<file path="config.mk">
export PLATFORM = sky130hd
export DESIGN_NAME = sequence_generator
export DESIGN_NICKNAME = d
export VERILOG_FILES = /design/src/rtl/sequence_generator.sv
export SDC_FILE = /design/constraint.sdc
export NUM_CORES = 1
export LEC_CHECK = 0
export BUFFER_PORTS_ARGS = -buffer_cell sky130_fd_sc_hd__buf_2
export CAP_MARGIN = 20
export CORE_UTILIZATION = 60
export CTS_CLUSTER_SIZE = 30
export DETAILED_ROUTE_END_ITERATION = 16
export PLACE_DENSITY = 0.82
export SLEW_MARGIN = 20
export SYNTH_ARGS = -nofsm -noshare
export SYNTH_HDL_FRONTEND = slang
export SYNTH_SLANG_ARGS = --single-unit
</file>
<file path="constraint.sdc">
create_clock -name clk -period 3.4 [get_ports clk]
set_clock_uncertainty 0.05 [all_clocks]
set_input_delay 0.68 -clock clk [delete_from_list [all_inputs] [get_ports clk]]
set_output_delay 0.68 -clock clk [all_outputs]
set_load 0.03 [all_outputs]
</file>
<file path="src/rtl/sequence_generator.sv">
// sequence_generator: serial frame transmitter. It sends a sync preamble,
// then the latched payload MSB-first, then GAP_CYC idle-low cycles.
// Every output is registered. Each output's next value is computed
// together with the next state.
module sequence_generator #(
  parameter int unsigned      DATA_W   = 8,
  parameter int unsigned      PRE_W    = 4,
  parameter logic [PRE_W-1:0] PREAMBLE = PRE_W'(4'b1010),
  parameter int unsigned      GAP_CYC  = 2
) (
  input  logic              clk,
  input  logic              reset,
  input  logic              start,
  input  logic [DATA_W-1:0] data,
  output logic              ready,
  output logic              out,
  output logic              out_valid,
  output logic              done
);

  localparam int unsigned MAX_PD = (PRE_W > DATA_W) ? PRE_W : DATA_W;
  localparam int unsigned MAX_N  = (MAX_PD > GAP_CYC) ? MAX_PD : GAP_CYC;
  localparam int unsigned CNT_W  = $clog2(MAX_N + 1);

  localparam logic [CNT_W-1:0] PRE_LAST = CNT_W'(PRE_W);
  localparam logic [CNT_W-1:0] PAY_LAST = CNT_W'(DATA_W);
  localparam logic [CNT_W-1:0] GAP_LAST = CNT_W'(GAP_CYC);
  localparam logic [CNT_W-1:0] CNT_ONE  = CNT_W'(1);

  typedef enum logic [1:0] {
    IDLE = 2'd0,
    PRE  = 2'd1,
    PAY  = 2'd2,
    GAP  = 2'd3
  } state_t;

  state_t              state_q, state_d;
  logic [CNT_W-1:0]    cnt_q, cnt_d;     // bits/cycles already emitted in this state
  logic [DATA_W-1:0]   shreg_q, shreg_d; // payload bits still to send, next at MSB
  logic [PRE_W-1:0]    pre_q, pre_d;     // preamble bits still to send, next at MSB
  logic                out_q, out_d;
  logic                out_valid_q, out_valid_d;
  logic                done_q, done_d;
  logic                ready_q, ready_d;

  // Next-state and next-output logic. Outputs describe the cycle after the edge.
  always_comb begin
    state_d     = state_q;
    cnt_d       = cnt_q;
    shreg_d     = shreg_q;
    pre_d       = pre_q;
    out_d       = 1'b0;
    out_valid_d = 1'b0;
    done_d      = 1'b0;
    ready_d     = 1'b0;

    unique case (state_q)
      IDLE: begin
        if (start) begin
          // The first preamble bit goes out in the cycle right after acceptance.
          state_d     = PRE;
          shreg_d     = data;
          out_d       = PREAMBLE[PRE_W-1];
          pre_d       = PREAMBLE << 1;
          out_valid_d = 1'b1;
          cnt_d       = CNT_ONE;
        end else begin
          ready_d = 1'b1;
        end
      end

      PRE: begin
        out_valid_d = 1'b1;
        if (cnt_q == PRE_LAST) begin
          state_d = PAY;
          out_d   = shreg_q[DATA_W-1];
          shreg_d = shreg_q << 1;
          cnt_d   = CNT_ONE;
        end else begin
          out_d = pre_q[PRE_W-1];
          pre_d = pre_q << 1;
          cnt_d = cnt_q + CNT_ONE;
        end
      end

      PAY: begin
        if (cnt_q == PAY_LAST) begin
          // done lines up with the first GAP cycle, or the first IDLE cycle.
          done_d = 1'b1;
          if (GAP_CYC > 0) begin
            state_d = GAP;
            cnt_d   = CNT_ONE;
          end else begin
            state_d = IDLE;
            cnt_d   = '0;
            ready_d = 1'b1;
          end
        end else begin
          out_valid_d = 1'b1;
          out_d       = shreg_q[DATA_W-1];
          shreg_d     = shreg_q << 1;
          cnt_d       = cnt_q + CNT_ONE;
        end
      end

      GAP: begin
        if (cnt_q == GAP_LAST) begin
          state_d = IDLE;
          cnt_d   = '0;
          ready_d = 1'b1;
        end else begin
          cnt_d = cnt_q + CNT_ONE;
        end
      end

      default: begin
        state_d = IDLE;
        cnt_d   = '0;
        ready_d = 1'b1;
      end
    endcase
  end

  // State and registered outputs; reset aborts any frame immediately.
  always_ff @(posedge clk or posedge reset) begin
    if (reset) begin
      state_q     <= IDLE;
      cnt_q       <= '0;
      shreg_q     <= '0;
      pre_q       <= '0;
      out_q       <= 1'b0;
      out_valid_q <= 1'b0;
      done_q      <= 1'b0;
      ready_q     <= 1'b1;
    end else begin
      state_q     <= state_d;
      cnt_q       <= cnt_d;
      shreg_q     <= shreg_d;
      pre_q       <= pre_d;
      out_q       <= out_d;
      out_valid_q <= out_valid_d;
      done_q      <= done_d;
      ready_q     <= ready_d;
    end
  end

  assign out       = out_q;
  assign out_valid = out_valid_q;
  assign done      = done_q;
  assign ready     = ready_q;

endmodule

</file>
* Word-level counts from Yosys, hierarchy flattened
Cells that the tools add are included.
** Operators by class
- Eq/ne operators :: 12
- Reductions and logical operators :: 6
- Multiplexer cells :: 28
- Add/subtract/negate cells :: 1
** Operators with widths (number)
- $mux 4 :: 6
- $mux 8 :: 3
- $pmux 8 s3 :: 1
- $pmux 4 s4 :: 1
- $ne 2x2->1 const B :: 6
- $mux 1 :: 8
- $mux 2 :: 4
- $pmux 2 s4 :: 1
- $pmux 4 s2 :: 1
- $reduce_and 4->1 :: 2
- $pmux 1 s3 :: 2
- $add 4x1->4 const B :: 1
- $eq 2x2->1 const B :: 2
- $eq 4x2->1 const B :: 1
- $eq 4x3->1 const B :: 1
- $eq 4x4->1 const B :: 1
- $reduce_and 3->1 :: 1
- $reduce_bool 3->1 :: 1
- $eq 2x1->1 const B :: 1
- $logic_not 2->1 :: 1
- $pmux 1 s2 :: 1
- $reduce_bool 2->1 :: 1
** Storage, ports and cells
- Output and inout port bits :: 4
- Bits in registers :: 22
- Input bits :: 11
- Logic and storage cells :: 55

* Longest topological paths before layout
Gate-level depths: netlist (run 1).
- Depth in word-level cells :: 3
- Mapped depth :: 7

* Least setup slack after synthesis (run 1)
No wires, ideal clock.
- Kind :: reg-to-reg
- Start :: reg state_q[1]
- End :: reg state_q[1]
- Path slack :: 1496 ps
- Clock period less this slack :: 1904 ps
- Data required time :: 3225 ps
- Library setup time :: 125 ps
- Stages on the path, launching flop included :: 8
- Arrival time :: 1730 ps
- Path through :: dfrtp_1 inv_1 ha_1 buf_2 nor2_1 or3_1 nand3_1 mux2_2
** Between the ends
- Longest elaborated chain between the ends :: 3
- Elaborated cells between the ends (all ways) :: 10
** Ends and longest elaborated chain
- start: declaration :: RTL line 37 : state_t state_q, state_d;
- start signal: assignment :: RTL line 136 : state_q <= state_d;
- $eq 2x2->1, or another cell as far along :: RTL line 57 : unique case (state_q)
- $ne 2x2->1 (no line)
- $reduce_and 4->1 (no line)
Parallel ways exist; a longest one is shown, timed or not.
A chain may end at the register's enable or synchronous reset.

* Worst setup path in the final report (run 1)
- Start :: reg state_q[0]
- End :: reg shreg_q[0]
** Between the ends
- Longest elaborated chain between the ends :: 3
- Elaborated cells between the ends (all ways) :: 9
** Ends and longest elaborated chain
- $eq 2x2->1, or another cell as far along :: RTL line 57
- $ne 2x2->1 (no line) or $reduce_bool 3->1 (tied branches)
- $reduce_and 4->1 (no line)
- end signal: assignment :: RTL line 138 : shreg_q <= shreg_d;
- end: declaration :: RTL line 39 : logic [DATA_W-1:0] shreg_q, shreg_d;
Parallel ways exist; a longest one is shown, timed or not.

==> results of run 1 <==
-- power groups by stage --
stage | registers [uW] | logic [uW] | clock network (uW)
after floorplan | 430 | 613 | 0
after global placement | 418 | 712 | 0
after detailed placement | 427 | 740 | 0
after CTS | 422 | 741 | 142
after global routing | 435 | 818 | 154
final | 423 | 745 | 140
-- path summary, 6_finish.rpt --
kind	start	endpoint	slack, ns	depth (start not counted)
worst max-delay path	state_q[0]$_DFFE_PP0P_	shreg_q[0]$_DFFE_PP0P_	1.06	6
worst min-delay path	reset	out$_DFF_PP0_	0.44	2
worst max register to register	state_q[0]$_DFFE_PP0P_	shreg_q[0]$_DFFE_PP0P_	1.06	6
worst min register to register	pre_q[2]$_DFFE_PP0P_	pre_q[2]$_DFFE_PP0P_	0.48	2
max in group asynchronous	reset	done$_DFF_PP0_	2.39	2
min in group clk	pre_q[2]$_DFFE_PP0P_	pre_q[2]$_DFFE_PP0P_	0.48	2
-- cell families (layout without fill, tap and decap cells) --
logic type | after synthesis | after routing | share of synthesized area
compound gates | 30 | 30 | 0.188
fa+ha+maj | 8 | 8 | 0.0858
buf+inv | 12 | 25 | 0.0590
flops | 20 | 20 | 0.430
mux | 9 | 9 | 0.0783
simple gates | 34 | 34 | 0.159
-- layout make-up --
| type | instances | share of cell area |
|---|---|---|
| inverter | 7 | 0.0208 |
| multi-input combinational | 81 | 0.472 |
| timing repair buffer | 14 | 0.0556 |
| clock buffer | 4 | 0.0288 |
| tap | 25 | 0.0248 |
| sequential | 20 | 0.398 |
-- Yosys cell counts (all sizes together) --
| cell type | number | share of area |
|---|---|---|
| clkbuf | 1 | 0.0032 |
| a211oi | 1 | 0.011 |
| nor2b | 2 | 0.011 |
| a22oi | 1 | 0.0064 |
| mux2i | 8 | 0.069 |
| dfrtp | 19 | 0.41 |
| or3 | 1 | 0.0054 |
| nor2 | 11 | 0.035 |
| nand2 | 7 | 0.023 |
| o41a | 1 | 0.0097 |
| or3b | 1 | 0.0097 |
| a31o | 1 | 0.0075 |
| dfstp | 1 | 0.023 |
| o21ai | 6 | 0.026 |
| and4b | 1 | 0.0097 |
| nor4bb | 1 | 0.0086 |
| buf | 4 | 0.033 |
| a221oi | 1 | 0.0075 |
| mux2 | 1 | 0.0097 |
| nand3 | 2 | 0.0086 |
| inv | 7 | 0.023 |
| nor3 | 1 | 0.0043 |
| ha | 8 | 0.086 |
| or2b | 1 | 0.0064 |
| a2111oi | 1 | 0.024 |
| nor4b | 1 | 0.0075 |
| o22ai | 2 | 0.011 |
| nand2b | 1 | 0.0054 |
| a21o | 3 | 0.020 |
| a32oi | 1 | 0.0075 |
| a21oi | 12 | 0.058 |
| nand3b | 3 | 0.019 |
| or2 | 1 | 0.0054 |
-- placed cells by master, fill, tap and decap left out, types with 2 or more instances in the layout --
master	Yosys	routed
sky130_fd_sc_hd__mux2i_1	8	8
sky130_fd_sc_hd__nor2b_1	2	2
sky130_fd_sc_hd__a21oi_2	2	2
sky130_fd_sc_hd__nand3_1	2	2
sky130_fd_sc_hd__clkbuf_4	0	3
sky130_fd_sc_hd__o22ai_1	2	2
sky130_fd_sc_hd__a21o_1	2	2
sky130_fd_sc_hd__nand2_1	7	7
sky130_fd_sc_hd__inv_1	7	7
sky130_fd_sc_hd__dfrtp_1	19	19
sky130_fd_sc_hd__ha_1	8	8
sky130_fd_sc_hd__buf_2	1	14
sky130_fd_sc_hd__o21ai_0	5	5
sky130_fd_sc_hd__nand3b_1	3	3
sky130_fd_sc_hd__nor2_1	11	11
sky130_fd_sc_hd__a21oi_1	10	10
-- flip-flops by register name, indices dropped and copies added (netlist names) --
signal / flops
out: 1
out_valid: 1
shreg_q: 8
cnt_q: 4
state_q: 2
pre_q: 2
ready: 1
done: 1
-- layer usage --
metal,up-vias,track usage,wire length [um]
met5,-,0,0
met4,0,0.129,61
met1,445,0.305,982
li1,422,-,-
met2,30,0.369,1060
met3,7,0.0588,88
-- critical path: cells and delay by family, from the launching register on --
kind | cells | cell delay [ns]
fa+ha+maj | 1 | 0.29
compound gates | 2 | 0.96
flops | 1 | 0.39
buf+inv | 1 | 0.10
simple gates | 2 | 0.46
-- through the flow --
| step | utilization | power (uW) | cells | setup WS [ns] |
|---|---|---|---|---|
| floorplan | - | 1040 | 113 | 1.50 |
| detailed placement | 0.687 | 1170 | 147 | 1.11 |
| global route | 0.707 | 1410 | 151 | 0.892 |
| global placement | 0.687 | 1130 | 147 | 1.25 |
| finish | 0.707 | 1310 | 151 | 1.06 |
| CTS | 0.707 | 1310 | 151 | 1.09 |
==> key figures, run 1 <==
STA
  • Final Hold Viols: 0
  • Worst rel slew slack: 0.409
  • Share of the clock period used by the worst path: 0.689
  • Final hold slack: 0.438 ns
  • Min cycle time layout: 2.34 ns
  • Setup-violating endpoint count in the final report: 0
  • RSZ-0062 raised after global routing: no
  • Actual slew at the worst max-slew pin: 0.887 ns
  • Max-slew violations: 0
  • TNS Setup: 0 ns
  • Max Clk Rate: 427 MHz

Route
  • Average wire per cell in the routed design: 14.5 um
  • Routed Antenna Nets: 0
  • Mean number of vias per cell: 5.99
  • Routed vias: 904
  • First-pass iteration count of the detailed router: 4
  • Total DRC errors in the routed layout: 0
  • Detailed router's first-iteration violation count: 15
  • Wire length reported by the detailed router: 2.20 mm

Setup path
  • Worst endpoint data arrival time: 2.51 ns
  • Crit path launch type: flip-flop
  • Largest incremental delay on the critical path: 0.82 ns
  • Worst Setup Path Type: reg2reg
  • Slowest CP cell: sky130_fd_sc_hd__a2111oi_4
  • Maximum fanout encountered on the critical timing path: 16
  • CP Cell Sequence: inv_1, ha_1, and4b_2, a2111oi_4, nand3b_1, o21ai_0
  • Required time worst endpoint: 3.56 ns
  • Crit end category: flip-flop

Global route
  • Maximum number of pins on one net before global-route repair: 21
  • Number of antenna violations at the first check in global routing: 0
  • First-pass GRT wire length: 3.49 mm
  • Via count of the first global-routing pass: 815
  • Aggregate global-route resource usage: 0.239
  • Total overflow reported by the global router: 0

Place
  • Count of buffers inserted at the top-level ports: 14
  • Total placed instance area: 1220 um^2
  • HPWL after detailed placement: 1.65 mm
  • Final Wtd Congestion: 0.877

Pwr
  • Net switching power figure: 577 uW
  • Part of the total power dissipated in the clock network: 0.107
  • Total power per unit cell area: 1040 nW/um^2
  • Static power due to leakage: 0.000597 uW
  • VDD IR-drop max: 562 uV
  • Proportion of total power due to net switching: 0.442
  • Sequential share of power: 0.323
  • Design internal power: 730 uW
  • Proportion of power drawn by combinational gates: 0.570

Final layout
  • Nets@finish: 146
  • Fraction of final layout cells with drive strength greater than 1: 0.230
  • Synthesis-to-layout area growth: 8.15%
  • Total of fill cells in the finished design: 137
  • Reg area: 502 um^2
  • Final antenna diode count: 0
  • Post-layout instance area: 1260 um^2
  • Multi-input gate area: 596 um^2

Job
  • Max-cap check violation count: 0

Die
  • Full die area: 2120 um^2
  • Die Y: 46.1 um
  • Number of top-level pins: 15
  • Die outline width: 46.1 um
  • Initial standard-cell utilization of the core: 0.654
  • Number of placement rows: 15
  • Core area: 1780 um^2

Clock network
  • Number of buffers added for setup after CTS: 0
  • CTS Root Cell: sky130_fd_sc_hd__clkbuf_4
  • CTS Sinks: 20
  • CTS buffer count: 3
  • Htree depth: 1
  • Maximum root-to-sink buffer count: 2
  • TritonCTS clock tree: done
  • Clock transition time at the flip-flop clock pins of the worst setup and hold paths: 0.11 ns
  • Number of resized instances in the post-cts repair step: 0
  • Clock latency at the later pin of the worst-skew pair: 0.30 ns
  • Number of buffers inserted for hold repair after clock tree synthesis: 0

Logic synthesis
  • Number of flip-flops and latches in the synthesized netlist: 20
  • Cells after synthesis: 113
  • Number of warnings printed during yosys synthesis: 0
  • Post-synthesis cell area: 1170 um^2
  • Count of distinct cell types in the synthesized netlist: 37
  • Average size of a mapped cell: 10.3 um^2
  • Mapped Nets: 132
  • Sequential share of the synthesized area: 0.430

Worst hold path
  • Path class of the lowest-slack min-delay path: in2async

Status
  • Status: finished, final reports clean
Power figures use the tool's default switching activity.
==> run 2, diff against run 1 <==
--- a/config.mk
+++ b/config.mk
@@ -5,12 +5,14 @@
 export SDC_FILE = /design/constraint.sdc
 export NUM_CORES = 1
 export LEC_CHECK = 0
+export ABC_AREA = 1
 export BUFFER_PORTS_ARGS = -buffer_cell sky130_fd_sc_hd__buf_2
 export CAP_MARGIN = 20
-export CORE_UTILIZATION = 60
+export CORE_ASPECT_RATIO = 0.6
+export CORE_UTILIZATION = 50
 export CTS_CLUSTER_SIZE = 30
 export DETAILED_ROUTE_END_ITERATION = 16
-export PLACE_DENSITY = 0.82
+export PLACE_DENSITY = 0.73
 export SLEW_MARGIN = 20
 export SYNTH_ARGS = -nofsm -noshare
 export SYNTH_HDL_FRONTEND = slang
==> constraint.sdc (replaced) <==
create_clock -name clk -period 1.9 [get_ports clk]
set_clock_uncertainty 0.05 [all_clocks]
set_input_delay 0.38 -clock clk [delete_from_list [all_inputs] [get_ports clk]]
set_output_delay 0.38 -clock clk [all_outputs]
set_load 0.03 [all_outputs]
==> key figures, run 2 <==
Global route
  • First-pass GRT wire length: 3.56 mm (+2.0%)
  • Number of antenna violations at the first check in global routing: 0 (unchanged)
  • Total overflow reported by the global router: 0 (unchanged)
  • Via count of the first global-routing pass: 768 (-5.8%)
  • Maximum number of pins on one net before global-route repair: 21 (unchanged)
  • Aggregate global-route resource usage: 0.205 (-0.0338)

Clock network
  • Maximum root-to-sink buffer count: 2 (unchanged)
  • CTS Root Cell: sky130_fd_sc_hd__clkbuf_8
  • Htree depth: 1 (unchanged)
  • TritonCTS clock tree: done
  • CTS buffer count: 3 (unchanged)
  • Number of resized instances in the post-cts repair step: 0 (unchanged)
  • Number of buffers inserted for hold repair after clock tree synthesis: 0 (unchanged)
  • Clock latency at the later pin of the worst-skew pair: 0.26 ns (-0.04 ns)
  • CTS Sinks: 20 (unchanged)
  • Clock transition time at the flip-flop clock pins of the worst setup and hold paths: 0.07 ns (-0.04 ns)
  • Number of buffers added for setup after CTS: 0 (unchanged)

Setup path
  • Crit Reg-Reg Endpoint: shreg_q[2]$_DFFE_PP0P_
  • Worst Setup Path Type: reg2reg
  • Required time worst endpoint: 2.00 ns (-1.56 ns)
  • Flop-to-flop setup slack: 0.22 ns (-0.83 ns)
  • Worst endpoint data arrival time: 1.78 ns (-0.73 ns)
  • Crit end category: flip-flop
  • Depth of the most critical reg-to-reg path: 8 (+2)
  • Maximum fanout encountered on the critical timing path: 16 (unchanged)
  • Origin of the critical flop-to-flop path: state_q[0]$_DFFE_PP0P_
  • Crit path launch type: flip-flop
  • Critical path startpoint: state_q[0]$_DFFE_PP0P_
  • Capture point of the critical path: shreg_q[2]$_DFFE_PP0P_

Place
  • Total placed instance area: 1250 um^2 (+2.2%)
  • Final Wtd Congestion: 0.893 (+1.9%)
  • Count of buffers inserted at the top-level ports: 14 (unchanged)
  • HPWL after detailed placement: 1.63 mm (-1.6%)

Route
  • Mean number of vias per cell: 4.99 (-17%)
  • Detailed router's first-iteration violation count: 54 (+39)
  • Total DRC errors in the routed layout: 0 (unchanged)
  • Average wire per cell in the routed design: 12.4 um (-15%)
  • Wire length reported by the detailed router: 2.16 mm (-1.5%)
  • Routed Antenna Nets: 0 (unchanged)
  • First-pass iteration count of the detailed router: 4 (unchanged)
  • Routed vias: 873 (-3.4%)

Logic synthesis
  • Top cells by instance count after synthesis: sky130_fd_sc_hd__nand2_1, sky130_fd_sc_hd__dfrtp_1, sky130_fd_sc_hd__inv_1
  • Number of flip-flops and latches in the synthesized netlist: 20 (unchanged)
  • Sequential share of the synthesized area: 0.435 (+0.00467)
  • Largest cells by area after synthesis: sky130_fd_sc_hd__dfrtp_1, sky130_fd_sc_hd__nand2_1, sky130_fd_sc_hd__ha_1, sky130_fd_sc_hd__mux2i_1, sky130_fd_sc_hd__o21ai_2
  • Average size of a mapped cell: 9.01 um^2 (-13%)
  • Most used flip-flop cell after synthesis: sky130_fd_sc_hd__dfrtp_1
  • Proportion of synthesized flip-flops having asynchronous set or reset: 1.00 (unchanged)
  • Post-synthesis cell area: 1150 um^2 (-1.1%)
  • Count of distinct cell types in the synthesized netlist: 25 (-32%)
  • Cell type with the largest total area after synthesis: sky130_fd_sc_hd__dfrtp_1
  • Post-synth EDFFs: 0 (unchanged)
  • Post-synth top area share: 0.412 (+0.00442)
  • Cells after synthesis: 128 (+13%)
  • Number of warnings printed during yosys synthesis: 0 (unchanged)
  • Mapped Nets: 147 (+11%)
  • Dominant cell by count in the synthesized netlist: sky130_fd_sc_hd__nand2_1

Final layout
  • Commonest non-fill, non-tap cell in the layout: sky130_fd_sc_hd__nand2_1
  • Number of flip-flops under the largest register name: 8 (unchanged)
  • Synthesis-to-layout area growth: 12.5%
  • Nets@finish: 165 (+13%)
  • Post-layout instance area: 1300 um^2 (+2.9%)
  • Fraction of final layout cells with drive strength greater than 1: 0.262 (+0.0319)
  • Final core utilization: 0.600 (-0.108)
  • Final antenna diode count: 0 (unchanged)
  • Register with the most flip-flops: shreg_q
  • Largest registers: shreg_q (8), cnt_q (4)
  • Top library cells by usage in the layout, fill and taps aside: sky130_fd_sc_hd__nand2_1, sky130_fd_sc_hd__dfrtp_1, sky130_fd_sc_hd__buf_2, sky130_fd_sc_hd__inv_1

STA
  • RSZ-0062 raised after global routing: no
  • Setup-violating endpoint count in the final report: 0 (unchanged)
  • Worst rel slew slack: 0.677 (+0.268)
  • Final Hold Viols: 0 (unchanged)
  • Min cycle time layout: 1.68 ns (-0.665 ns)
  • Max-slew violations: 0 (unchanged)
  • Actual slew at the worst max-slew pin: 0.484 ns (-0.402 ns)
  • Max Clk Rate: 596 MHz (+40%)
  • Share of the clock period used by the worst path: 0.883 (+0.194)
  • TNS Setup: 0 ns (unchanged)

Pwr
  • Static power due to leakage: 0.000690 uW (+16%)
  • Total power per unit cell area: 1770 nW/um^2 (+71%)
  • VDD IR-drop max: 819 uV (+46%)

Job
  • Max-cap check violation count: 0 (unchanged)

Die
  • Initial standard-cell utilization of the core: 0.533 (-0.121)
  • Core area: 2160 um^2 (+21%)
  • Die outline width: 64.0 um (+39%)
  • Die Y: 39.2 um (-15%)
  • Full die area: 2510 um^2 (+18%)
  • Number of placement rows: 13 (-2)
  • Number of top-level pins: 15 (unchanged)

Worst hold path
  • Path class of the lowest-slack min-delay path: in2async

Status
  • Status: finished, final reports clean
[run 2: cell types whose count changed after synthesis, sizes merged, moves of 2 or more]
| cell | change |
|---|---|
| nand3b | -3 |
| inv | +7 |
| nor2 | -3 |
| nand2 | +31 |
| a21oi | -8 |
| o22ai | -2 |
| nand3 | +6 |
| nor2b | -2 |
| buf | -2 |
| nand4 | +2 |
| o21ai | +8 |
| a21o | -3 |
[run 2: critical path, stage by stage, from the launching register on]
cell and delay (ns):
sky130_fd_sc_hd__dfrtp_1 0.40, sky130_fd_sc_hd__inv_1 0.10, sky130_fd_sc_hd__ha_1 0.24, sky130_fd_sc_hd__inv_1 0.10, sky130_fd_sc_hd__nor2_4 0.06, sky130_fd_sc_hd__nor2_2 0.15
sky130_fd_sc_hd__nand3_4 0.24, sky130_fd_sc_hd__nand2_1 0.16, sky130_fd_sc_hd__o21ai_2 0.06
[run 2: cells by family after synthesis]
logic type | after synthesis | synth area share
and+or+nand+nor | 57 | 0.240
DFF | 20 | 0.435
AOI/OAI and AO/OA | 19 | 0.111
buffers and inverters | 16 | 0.0596
adders and majority gates | 8 | 0.0868
muxes | 7 | 0.0607
xor gates and xnor gates | 1 | 0.00759
[run 2: worst min-delay path by stage]
| stage | from | endpoint | slack [ns] | cells past startpoint |
|---|---|---|---|---|
| global placement | reset | shreg_q[7]$_DFFE_PP0P_ | 0.36 | 3 |
| finish | reset | shreg_q[3]$_DFFE_PP0P_ | 0.08 | 3 |
| detailed placement | reset | shreg_q[7]$_DFFE_PP0P_ | 0.37 | 3 |
| global route | reset | out$_DFF_PP0_ | 0.10 | 3 |
| CTS | reset | shreg_q[3]$_DFFE_PP0P_ | 0.09 | 3 |
| floorplan | reset | cnt_q[0]$_DFFE_PP0P_ | 0.29 | 1 |
[run 2: per-layer routing]
| layer | routed length [um] | vias up | GRT usage |
|---|---|---|---|
| met5 | 0 | - | 0 |
| met4 | 42 | 0 | 0.102 |
| met3 | 132 | 5 | 0.0706 |
| met2 | 888 | 23 | 0.303 |
| met1 | 1100 | 396 | 0.268 |
| li1 | - | 449 | - |
[run 2: where the power goes]
group | leakage [uW] | total [uW] | switching (uW) | internal, uW
clock | 0.0000228 | 284 | 135 | 149
combinational | 0.000415 | 1290 | 816 | 470
sequential | 0.000253 | 725 | 117 | 609
[run 2: cell type report]
cell class                      instances  area [um^2]
Clock buffer                            4         45.0
Fill cell                             185          866
Inverter                               14         52.6
Multi-Input combinational cell         92          583
Sequential cell                        20          502
Tap cell                               30         37.5
Timing Repair Buffer                   15         77.6
[run 2: stage by stage]
step                hold WS [ns]  setup WS, ns  cells  power (uW)
finish                    0.0821         0.222    175        2300
global route               0.102        0.0851    175        2500
CTS                       0.0912         0.222    175        2310
detailed placement         0.371         0.243    171        2010
global placement           0.364         0.303    171        1960
floorplan                  0.293         0.436    128        1780
==> run 3, diff against run 2 <==
--- a/config.mk
+++ b/config.mk
@@ -8,7 +8,6 @@
 export ABC_AREA = 1
 export BUFFER_PORTS_ARGS = -buffer_cell sky130_fd_sc_hd__buf_2
 export CAP_MARGIN = 20
-export CORE_ASPECT_RATIO = 0.6
 export CORE_UTILIZATION = 50
 export CTS_CLUSTER_SIZE = 30
 export DETAILED_ROUTE_END_ITERATION = 16
==> key figures, run 3 (synthesized netlist as in run 2, its figures left out) <==
Job
  • Max-cap check violation count: 0 (unchanged)

STA
  • RSZ-0062 raised after global routing: no
  • TNS Setup: 0 ns (unchanged)
  • Max Clk Rate: 614 MHz (+3.0%)
  • Max-slew violations: 0 (unchanged)
  • Share of the clock period used by the worst path: 0.857 (-0.0258)
  • Final hold slack: 0.0111 ns (-0.0710 ns)
  • Min cycle time layout: 1.63 ns (-0.0491 ns)
  • Setup-violating endpoint count in the final report: 0 (unchanged)
  • Actual slew at the worst max-slew pin: 0.468 ns (-0.0161 ns)
  • Worst rel slew slack: 0.688 (+0.0107)
  • Final Hold Viols: 0 (unchanged)

Global route
  • First-pass GRT wire length: 3.86 mm (+8.5%)
  • Via count of the first global-routing pass: 874 (+14%)
  • Aggregate global-route resource usage: 0.209 (+0.00453)
  • Maximum number of pins on one net before global-route repair: 21 (unchanged)
  • Number of antenna violations at the first check in global routing: 0 (unchanged)
  • Total overflow reported by the global router: 0 (unchanged)

Die
  • Number of top-level pins: 15 (unchanged)
  • Die outline width: 50.0 um (-22%)
  • Die Y: 50.0 um (+28%)
  • Full die area: 2500 um^2 (-0.24%)
  • Number of placement rows: 17 (+4)
  • Initial standard-cell utilization of the core: 0.527 (-0.00670)
  • Core area: 2190 um^2 (+1.3%)

Worst hold path
  • Path class of the lowest-slack min-delay path: in2async

Route
  • Routed Antenna Nets: 0 (unchanged)
  • Detailed router's first-iteration violation count: 18 (-67%)
  • Total DRC errors in the routed layout: 0 (unchanged)
  • Average wire per cell in the routed design: 12.4 um (+0.27%)
  • First-pass iteration count of the detailed router: 4 (unchanged)
  • Mean number of vias per cell: 5.28 (+5.8%)
  • Routed vias: 913 (+4.6%)
  • Wire length reported by the detailed router: 2.14 mm (-0.88%)

Final layout
  • Final antenna diode count: 0 (unchanged)
  • Top library cells by usage in the layout, fill and taps aside: sky130_fd_sc_hd__nand2_1, sky130_fd_sc_hd__dfrtp_1, sky130_fd_sc_hd__buf_2, sky130_fd_sc_hd__inv_1
  • Total of fill cells in the finished design: 203 (+9.7%)
  • Fraction of final layout cells with drive strength greater than 1: 0.269 (+0.00690)
  • Register with the most flip-flops: shreg_q
  • Number of flip-flops under the largest register name: 8 (unchanged)
  • Nets@finish: 165 (unchanged)
  • Largest registers: shreg_q (8), cnt_q (4)
  • Non-filler instance count after layout: 173 (-1.1%)
  • Commonest non-fill, non-tap cell in the layout: sky130_fd_sc_hd__nand2_1
  • Synthesis-to-layout area growth: 12.9%

Clock network
  • Clock latency at the later pin of the worst-skew pair: 0.31 ns (+0.05 ns)
  • CTS Sinks: 20 (unchanged)
  • Number of resized instances in the post-cts repair step: 0 (unchanged)
  • Clock transition time at the flip-flop clock pins of the worst setup and hold paths: 0.12 ns (+0.05 ns)
  • CTS Root Cell: sky130_fd_sc_hd__clkbuf_4
  • TritonCTS clock tree: done
  • Number of buffers inserted for hold repair after clock tree synthesis: 0 (unchanged)
  • CTS buffer count: 3 (unchanged)
  • Number of buffers added for setup after CTS: 0 (unchanged)
  • Htree depth: 1 (unchanged)
  • Maximum root-to-sink buffer count: 2 (unchanged)

Setup path
  • Maximum fanout encountered on the critical timing path: 16 (unchanged)
  • Critical path startpoint: state_q[0]$_DFFE_PP0P_
  • Crit Reg-Reg Endpoint: shreg_q[5]$_DFFE_PP0P_
  • Worst Setup Path Type: reg2reg
  • Depth of the most critical reg-to-reg path: 8 (unchanged)
  • Required time worst endpoint: 2.07 ns (+0.07 ns)
  • Worst endpoint data arrival time: 1.79 ns (about the same)
  • Flop-to-flop setup slack: 0.27 ns (+0.05 ns)
  • Origin of the critical flop-to-flop path: state_q[0]$_DFFE_PP0P_
  • Crit path launch type: flip-flop
  • Crit end category: flip-flop

Pwr
  • VDD IR-drop max: 889 uV (+8.6%)
  • Total power per unit cell area: 1800 nW/um^2 (+1.9%)
  • Static power due to leakage: 0.000695 uW (+0.75%)

Status
  • Status: finished, final reports clean

Place
  • Count of buffers inserted at the top-level ports: 14 (unchanged)
  • Total instance count after detailed placement: 169 (-1.2%)
  • Final Wtd Congestion: 0.875 (-2.1%)
  • HPWL after detailed placement: 1.60 mm (-1.5%)
[run 3: changes by cell type in the layout (fill, tap and decap cells not counted)]
cell                        previous run  this run
sky130_fd_sc_hd__clkbuf_4              0         3
sky130_fd_sc_hd__clkbuf_8              3         0
sky130_fd_sc_hd__bufinv_16             0         1
sky130_fd_sc_hd__clkbuf_1              1         0
[run 3: cell type report]
| class | count | area [um^2] | share of cell area |
|---|---|---|---|
| clock buffers | 3 | 22.5 | 0.0173 |
| clock inverters | 1 | 30.0 | 0.0231 |
| inverters | 14 | 52.6 | 0.0403 |
| multi-input cells | 92 | 583 | 0.448 |
| flip-flops and latches | 20 | 502 | 0.385 |
| well taps | 28 | 35.0 | 0.0269 |
| repair buffers | 15 | 77.6 | 0.0596 |
[run 3: power breakdown]
| group | switching [uW] | total [uW] | internal [uW] |
|---|---|---|---|
| clock | 148 | 361 | 213 |
| combinational | 793 | 1260 | 470 |
| sequential | 117 | 724 | 607 |
[run 3: critical path: stages, from the launching register on]
cell,delay [ns]
sky130_fd_sc_hd__dfrtp_1,0.42
sky130_fd_sc_hd__inv_1,0.09
sky130_fd_sc_hd__ha_1,0.23
sky130_fd_sc_hd__inv_1,0.10
sky130_fd_sc_hd__nor2_4,0.06
sky130_fd_sc_hd__nor2_2,0.15
sky130_fd_sc_hd__nand3_4,0.22
sky130_fd_sc_hd__nand2_1,0.14
sky130_fd_sc_hd__o21ai_2,0.06
[run 3: how the worst max path moves through the flow]
stage	to	slack, ns	depth (start not counted)
floorplan	shreg_q[1]$_DFFE_PP0P_	0.44	9
global placement	shreg_q[7]$_DFFE_PP0P_	0.32	4
detailed placement	shreg_q[5]$_DFFE_PP0P_	0.30	4
CTS	shreg_q[5]$_DFFE_PP0P_	0.28	4
global route	shreg_q[3]$_DFFE_PP0P_	0.09	8
finish	shreg_q[5]$_DFFE_PP0P_	0.27	8
[run 3: routing by layer]
layer	wire length (um)	GRT usage	part of all wire	up-vias
met1	966	0.258	0.45	433
met4	23	0.114	0.011	0
met2	1050	0.340	0.49	30
met5	0	0	0	-
li1	-	-	-	447
met3	103	0.0401	0.048	3
[run 3: stage by stage]
step | power [uW] | utilization | cell area [um^2] | setup slack (ns)
floorplan | 1780 | - | 1150 | 0.436
finish | 2350 | 0.595 | 1300 | 0.271
global route | 2570 | 0.595 | 1300 | 0.0933
detailed placement | 2000 | 0.571 | 1250 | 0.297
global placement | 1950 | 0.571 | 1250 | 0.320
CTS | 2360 | 0.595 | 1300 | 0.284
